## src/rtl/matmat_pkg.sv

```systemverilog
// Shared types and fixed-point helpers for the sequential NxN matrix multiplier.
// Fixed-point formatting honours the MATMAT_SAT_EN build option (clamp instead of wrap).
package matmat_pkg;

  typedef enum logic [2:0] {
    IDLE  = 3'd0,
    LOAD  = 3'd1,
    MAC   = 3'd2,
    WRITE = 3'd3,
    DONE  = 3'd4
  } state_t;

  // Wide enough to hold any accumulator this block can be configured for.
  localparam int FMT_W = 128;

  function automatic int acc_width(input int dw, input int n);
    return 2 * dw + $clog2(n) + 1;
  endfunction

  function automatic logic signed [FMT_W-1:0] sat_hi(input int dw);
    return (128'sd1 <<< (dw - 1)) - 128'sd1;
  endfunction

  function automatic logic signed [FMT_W-1:0] sat_lo(input int dw);
    return -(128'sd1 <<< (dw - 1));
  endfunction

  function automatic logic sat_hit(input logic signed [FMT_W-1:0] acc, input int dw, input int bp);
    logic signed [FMT_W-1:0] sh;
    sh = acc >>> bp;
    return (sh > sat_hi(dw)) || (sh < sat_lo(dw));
  endfunction

  // Shift out the fraction (toward -inf), then clamp or wrap to dw bits, sign-extended.
  function automatic logic signed [FMT_W-1:0] fmt(input logic signed [FMT_W-1:0] acc, input int dw, input int bp);
    logic signed [FMT_W-1:0] sh;
    sh = acc >>> bp;
`ifdef MATMAT_SAT_EN
    if (sh > sat_hi(dw)) begin
      sh = sat_hi(dw);
    end else if (sh < sat_lo(dw)) begin
      sh = sat_lo(dw);
    end else begin
      sh = sh;
    end
`endif
    sh = sh <<< (FMT_W - dw);
    return sh >>> (FMT_W - dw);
  endfunction

endpackage

```

## src/rtl/matmat_seq_fxp_mac.sv

```systemverilog
// Registered signed multiply-accumulate: one product per enabled cycle,
// clear restarts the sum with the current product.
module fxp_mac #(
  parameter int DATA_WIDTH = 16,
  parameter int ACC_WIDTH  = 34
) (
  input  logic                         clk,
  input  logic                         rst,
  input  logic                         i_clr,
  input  logic                         i_en,
  input  logic signed [DATA_WIDTH-1:0] i_a,
  input  logic signed [DATA_WIDTH-1:0] i_b,
  output logic signed [ACC_WIDTH-1:0]  o_acc
);

  logic signed [2*DATA_WIDTH-1:0] w_prod;
  logic signed [ACC_WIDTH-1:0]    w_prod_ext;

  assign w_prod     = i_a * i_b;
  assign w_prod_ext = {{(ACC_WIDTH - 2*DATA_WIDTH){w_prod[2*DATA_WIDTH-1]}}, w_prod};

  // Accumulator register
  always_ff @(posedge clk or negedge rst) begin
    if (!rst) begin
      o_acc <= '0;
    end else if (i_en) begin
      o_acc <= (i_clr ? '0 : o_acc) + w_prod_ext;
    end
  end

endmodule

```

## src/rtl/matmat_seq.sv

```systemverilog
// Sequential fixed-point NxN matrix multiplier (mul = A x B), one MAC per cycle.
// Build option MATMAT_SAT_EN: saturate results and expose a sticky sat_flag.
module matmat_seq
  import matmat_pkg::*;
#(
  parameter int DATA_WIDTH  = 16,
  parameter int BIN_POS     = 8,
  parameter int MATRIX_SIZE = 2
) (
  input  logic                                          clk,
  input  logic                                          rst,
  input  logic                                          start,
  output logic                                          busy,
  output logic                                          complete,
  input  logic [MATRIX_SIZE*MATRIX_SIZE*DATA_WIDTH-1:0] matrix_a,
  input  logic [MATRIX_SIZE*MATRIX_SIZE*DATA_WIDTH-1:0] matrix_b,
  output logic [MATRIX_SIZE*MATRIX_SIZE*DATA_WIDTH-1:0] mul
`ifdef MATMAT_SAT_EN
  ,
  output logic                                          sat_flag
`endif
);

  localparam int N  = MATRIX_SIZE;
  localparam int DW = DATA_WIDTH;
  localparam int AW = acc_width(DW, N);
  localparam int IW = (N > 1) ? $clog2(N) : 1;
  localparam int VW = N * N * DW;

  state_t                  r_state, w_next;
  logic [IW-1:0]           r_i, r_j, r_k;
  logic [VW-1:0]           r_a, r_b;
  logic                    w_accept, w_mac_en, w_mac_clr, w_write;
  logic                    w_k_last, w_j_last, w_last_el;
  logic signed [DW-1:0]    w_a_el, w_b_el;
  logic signed [AW-1:0]    w_acc;
  logic signed [FMT_W-1:0] w_acc_ext;
  logic [DW-1:0]           w_el;

  assign w_k_last  = (r_k == IW'(N - 1));
  assign w_j_last  = (r_j == IW'(N - 1));
  assign w_last_el = w_j_last && (r_i == IW'(N - 1));
  assign w_a_el    = r_a[(int'(r_i) * N + int'(r_k)) * DW +: DW];
  assign w_b_el    = r_b[(int'(r_k) * N + int'(r_j)) * DW +: DW];
  assign w_acc_ext = FMT_W'(w_acc);
  assign w_el      = DW'(fmt(w_acc_ext, DW, BIN_POS));

  fxp_mac #(.DATA_WIDTH(DW), .ACC_WIDTH(AW)) u_mac (
    .clk   (clk),
    .rst   (rst),
    .i_clr (w_mac_clr),
    .i_en  (w_mac_en),
    .i_a   (w_a_el),
    .i_b   (w_b_el),
    .o_acc (w_acc)
  );

  // State register
  always_ff @(posedge clk or negedge rst) begin
    if (!rst) begin
      r_state <= IDLE;
    end else begin
      r_state <= w_next;
    end
  end

  // Next-state logic
  always_comb begin
    w_next = r_state;
    case (r_state)
      IDLE:    w_next = start ? LOAD : IDLE;
      LOAD:    w_next = MAC;
      MAC:     w_next = w_k_last ? WRITE : MAC;
      WRITE:   w_next = w_last_el ? DONE : MAC;
      DONE:    w_next = start ? LOAD : DONE;
      default: w_next = IDLE;
    endcase
  end

  // Per-state control strobes
  always_comb begin
    w_accept  = 1'b0;
    w_mac_en  = 1'b0;
    w_mac_clr = 1'b0;
    w_write   = 1'b0;
    case (r_state)
      IDLE, DONE: w_accept = start;
      MAC: begin
        w_mac_en  = 1'b1;
        w_mac_clr = (r_k == '0);
      end
      WRITE:   w_write = 1'b1;
      default: w_write = 1'b0;
    endcase
  end

  // Operand capture, index walk, result write-back and handshake flags
  always_ff @(posedge clk or negedge rst) begin
    if (!rst) begin
      r_a      <= '0;
      r_b      <= '0;
      r_i      <= '0;
      r_j      <= '0;
      r_k      <= '0;
      busy     <= 1'b0;
      complete <= 1'b0;
      mul      <= '0;
    end else if (w_accept) begin
      r_a      <= matrix_a;
      r_b      <= matrix_b;
      r_i      <= '0;
      r_j      <= '0;
      r_k      <= '0;
      busy     <= 1'b1;
      complete <= 1'b0;
    end else if (w_mac_en) begin
      r_k <= w_k_last ? '0 : r_k + IW'(1);
    end else if (w_write) begin
      mul[(int'(r_i) * N + int'(r_j)) * DW +: DW] <= w_el;
      if (w_j_last) begin
        r_j <= '0;
        r_i <= w_last_el ? '0 : r_i + IW'(1);
      end else begin
        r_j <= r_j + IW'(1);
      end
      if (w_last_el) begin
        busy     <= 1'b0;
        complete <= 1'b1;
      end
    end
  end

`ifdef MATMAT_SAT_EN
  logic w_sat;
  assign w_sat = sat_hit(w_acc_ext, DW, BIN_POS);

  // Sticky clamp indicator for the current job
  always_ff @(posedge clk or negedge rst) begin
    if (!rst) begin
      sat_flag <= 1'b0;
    end else if (w_accept) begin
      sat_flag <= 1'b0;
    end else if (w_write && w_sat) begin
      sat_flag <= 1'b1;
    end
  end
`endif

endmodule

```

## config.mk

```make
export PLATFORM = sky130hd
export DESIGN_NAME = matmat_seq
export DESIGN_NICKNAME = d
export VERILOG_FILES = /design/src/rtl/matmat_pkg.sv /design/src/rtl/matmat_seq_fxp_mac.sv /design/src/rtl/matmat_seq.sv
export SDC_FILE = /design/constraint.sdc
export NUM_CORES = 1
export LEC_CHECK = 0
export CAP_MARGIN = 0
export CORE_UTILIZATION = 50
export DETAILED_ROUTE_END_ITERATION = 10
export GPL_TIMING_DRIVEN = 1
export PLACE_DENSITY = 0.71
export RECOVER_POWER = 50
export SYNTH_ARGS = -nofsm -noshare
export SYNTH_HDL_FRONTEND = slang
export SYNTH_HIERARCHICAL = 1
export SYNTH_SLANG_ARGS = --single-unit
export TNS_END_PERCENT = 10
```

## constraint.sdc

```tcl
create_clock -name clk -period 12.5 [get_ports clk]
set_clock_uncertainty 0.1 [all_clocks]
set_input_delay 3.75 -clock clk [delete_from_list [all_inputs] [get_ports clk]]
set_output_delay 3.75 -clock clk [all_outputs]
set_load 0.01 [all_outputs]
```

==> metrics.cfg <==
[floorplan]
die_w_um=195
die_area_mm2=0.0380
ios=197
start_util_pct=50.8
placeableCoreArea_mm2=0.0366
die_y_um=195
rows=70

[sta]
finalCriticalPeriod_ns=10.29
finalCritPeriodShare_pct=82.3
setup_violations=0
worst_slack_ns=2.21
relSlewSlack_pct=-302
fmax_mhz=97.2
tightestPinTransition_ns=6.03
slew_viol_final=251
rsz0062_at_grt=no
hold_violations=0
fin_setup_tns_ns=0

[worst_setup_path]
cpMaxStageDelayCell=clkbuf_1
worst_setup_path_start_kind=flip-flop
crit_fanout=23
required_ns=12.82
endpoint_kind=flip-flop
criticalPathCategory=flip-flop to flip-flop
crit_arrival_ns=10.61
cpPeakStageDelay_ns=1.38

[finish]
antennaDiodeCount=0
final_nets=2297
stdcell_count=2350
multi_input_area_mm2=0.0115
seqCellArea_mm2=0.00561
layout_commonest_cell=inv_1
layout_common_cells=inv_1, nand2_1, dfrtp_1, fa_1, clkdlybuf4s50_1
fin_util_pct=58.8
fillers=3028
layout-drive-gt1-share_pct=12.6
layout-area-overhead-vs-synth_pct=15.8

[detailed_routing]
avgRoutedWirePerCell_um=18.5
post-route-drc-count=0
first_iter_violations=699
final_antenna_net_count=0
first_pass_iters=5
vias=12440
vias_per_cell=5.29
drt_wl_total_um=43400

[clock_tree]
clk_pin_slew_worst_paths_ns=0.06
cts_setup_buffers=0
clockRootBuffer=clkbuf_16
tritoncts=done
ctsHoldBuffers=0
post_cts_resized=0
clock_sinks=224
clk_latency_ns=0.55
ctsLongestPathBuffers=3
cts_buffers=25
htree_levels=1

[global_route]
grt_pass1_wl_um=70600
grt_pass1_vias=13194
grt_overflow=0
antenna_found_initial=0
grt_max_degree=113
track_usage_pct=23.6

[status]
violations=capacitance limit, slew limit
status=complete, but fails checks

[job]
maxCapViolCount=6

[placed_design]
gp_congestion=0.888
hpwlAfterDp_um=33400
place_ws_ns=3.42
port_buffers=196
dpl.cell_count=2304

[synth]
netlist_instances=1711
syn_area_per_cell_um2=10.9
synthesis.nets=2145
syn_area_mm2=0.0186
yosys_warnings=6

[hold_path]
min_path_type=flip-flop to flip-flop

-- per-layer routing --
layer / vias to the layer above / track usage (%) / share of wire [%]
met3: 53 / 4.62 / 5.7
li1: 5765 / - / -
met1: 6316 / 33.3 / 45
met2: 306 / 37.7 / 47
met4: 0 / 5.42 / 2.0
met5: - / 0 / 0
-- state kept, by name, indices dropped and copies added (netlist names), 3 cells and up --
register,flops
r_a,64
r_state,3
r_b,64
u_mac/o_acc,24
mul,64
-- final cells by class --
type / instances / area share (%)
Tap cell: 468 / 2.72
Clock inverter: 11 / 0.488
Sequential cell: 224 / 26.0
Timing Repair Buffer: 206 / 9.41
Inverter: 273 / 4.76
Multi-Input combinational cell: 1133 / 53.4
Clock buffer: 35 / 3.22
-- stage by stage --
step	hold WS [ns]	instance area [µm²]
6_report	0.378	21500
5_1_grt	0.407	21500
4_1_cts	0.382	21600
3_5_place_dp	0.369	20800
3_3_place_gp	0.365	20800
2_1_floorplan	0.373	18600
-- critical path, delay by kind of cell (launching register included) --
family	cells	cell delay, ns
xor+xnor	2	0.37
buf+inv	6	1.69
mux	2	1.13
simple gates	5	1.33
flops	1	0.72
fa+ha+maj	8	3.40
compound gates	7	1.40
-- final timing paths --
check                      startpoint  depth (start not counted)  slack [ns]               to
min                           mul[54]                          2        0.38          mul[54]
max                               r_k                         30        2.21  u_mac/o_acc[22]
min in group asynchronous         rst                          1        5.34          r_a[26]
max reg2reg                       r_k                         30        2.21  u_mac/o_acc[22]
max in group asynchronous         rst                          3        3.06          mul[43]
min reg2reg                   mul[54]                          2        0.38          mul[54]
Power is left out: the tool's default activity adds up to more than one toggle a clock period on the data nets, which glitch-free logic cannot reach.
==> edit (config.mk and constraints unchanged) <==
`MATRIX_SIZE`: 2 -> 4.
--- a/src/rtl/matmat_seq.sv
+++ b/src/rtl/matmat_seq.sv
@@ -5,7 +5,7 @@
 #(
   parameter int DATA_WIDTH  = 16,
   parameter int BIN_POS     = 8,
-  parameter int MATRIX_SIZE = 2
+  parameter int MATRIX_SIZE = 4
 ) (
   input  logic                                          clk,
   input  logic                                          rst,
Ports: changed (resized matrix_a, matrix_b and mul); port bits go from 197 to 773. The function was not compared with the original's and may differ.
==> edit against the unedited design <==
Hold slack got worse by 1.9 ps. Global-route usage up 6.7 points. Largest cell class unchanged. Design area increased to 2.5 times the old value. Final cell count increased by 130%. Wire length grew to 3.0 times the old value. Synthesized area up 130%. Synthesized cell count up 100%. Sequential share of layout area grew 11 points. Worst setup slack got worse by 180 ps. The run still ends with max-capacitance violations, max-slew violations left. Sequential cell count is 579 higher. Critical path depth is 2 higher.
Power is left out: the tool's default activity adds up to more than one toggle a clock period on the data nets, which glitch-free logic cannot reach.
==> edit: results (changes against the unedited design) <==
outcome:
  outcome: "complete, but fails checks"
  violations: "max-capacitance violations, max-slew violations"
final_layout:
  layout-drive-gt1-share: 0.2130  # +0.08706
  reg_top3: "mul (256), r_a (256), r_b (256)"
  final_nets: 4945  # +120%
setup_path:
  cp_slowest_cell: "dfrtp_4"
  endpoint_kind: "register"
  worstRegToRegCells: 32  # +6.7%
  arrival_ps: 10850  # +240 ps
  cp_slowest_stage_delay_ps: 860  # -520 ps
  rrSetupSlack_ps: 2030  # -180 ps
  crit_start: "r_j[0]"
  r2r_start: "r_j[0]"
  worstPathMaxFanout: 33  # +43%
timing:
  worstMarginPinSlew_ps: 5670  # -358.1 ps
  drv_slew: 173  # -31%
  finalHoldViolCount: 0  # unchanged
job:
  drv_cap: 3  # -3
drt:
  wl_um: 130300  # +200%
  drtPass1Iterations: 5  # unchanged
  via_per_inst: 5.511  # +4.1%
  dr.first_iter.drc_count: 1972  # +180%
placed_design:
  gp_congestion: 0.8789  # -1.0%
  hpwl_um: 99860  # +200%
  port_buffers: 772  # +290%
min_path:
  hold_end: "mul[88]"
  whs_path_depth: 2  # unchanged
  hold_start: "mul[88]"
clock_tree:
  post_cts_buffers: 0  # unchanged
  htreeDepth: 3  # +2
  cts_resized: 0  # unchanged
  numCtsBuffers: 86  # +240%
  clkLatencyLatePin_ps: 670  # +120 ps
global_route:
  grt_pass1_wl_um: 195200  # +180%
  grt_pass1_vias: 31000  # +130%
  track_usage: 0.3030  # +0.06701
  grt_max_degree: 174  # +54%
  antenna_found_initial: 75  # +75
yosys:
  synth.yosys.warnings: 6  # unchanged
  syn_nets: 4244  # +98%
edit: cell types whose count changed in the layout (fill, tap and decap cells not counted), sizes merged, moves of 15 or more:
cell	before	now
mux2	150	578
nand2	225	417
o21ai	67	236
clkdlybuf4s50	194	770
buf	9	31
a22o	16	1
nor2	21	47
mux4	32	135
and2	108	129
clkbuf	37	142
mux2i	0	35
diode	0	55
a221oi	0	17
dfrtp	224	803
edit: per-layer routing:
layer | global-route usage | up-vias | part of all wire
li1 | - | 13160 | -
met1 | 0.3760 | 15140 | 0.39
met2 | 0.4917 | 1066 | 0.48
met3 | 0.08660 | 276 | 0.084
met4 | 0.1390 | 48 | 0.041
met5 | 0 | - | 0.0025
edit: stage by stage:
step | hold slack, ps | instances | setup WS (ps) | cell area, µm²
after floorplan | 372.7 | 3422 | 3530 | 42910
after global placement | 360.4 | 5179 | 2767 | 51660
after detailed placement | 368.8 | 5179 | 2650 | 51660
after CTS | 382.3 | 5332 | 2555 | 54560
after global routing | 399.9 | 5377 | 1344 | 54550
final | 376.2 | 5387 | 2033 | 54580
edit: final cells by class:
cell class	count	area, µm²
repair buffers	813	8079
inverters	272	1021
clock buffers	131	2571
well taps	1144	1431
diodes	55	137.6
clock inverters	22	327.8
multi-input cells	2147	20900
fillers	6770	30570
flip-flops and latches	803	20110
edit: critical path, delay by kind of cell (launching register included):
kind	cells	cell delay [ps]
buffers and inverters	6	1580
muxes	3	1580
AOI/OAI and AO/OA	3	820
xor gates and xnor gates	2	140
adders and majority gates	8	3780
DFF	1	860
and+or+nand+nor	10	1370
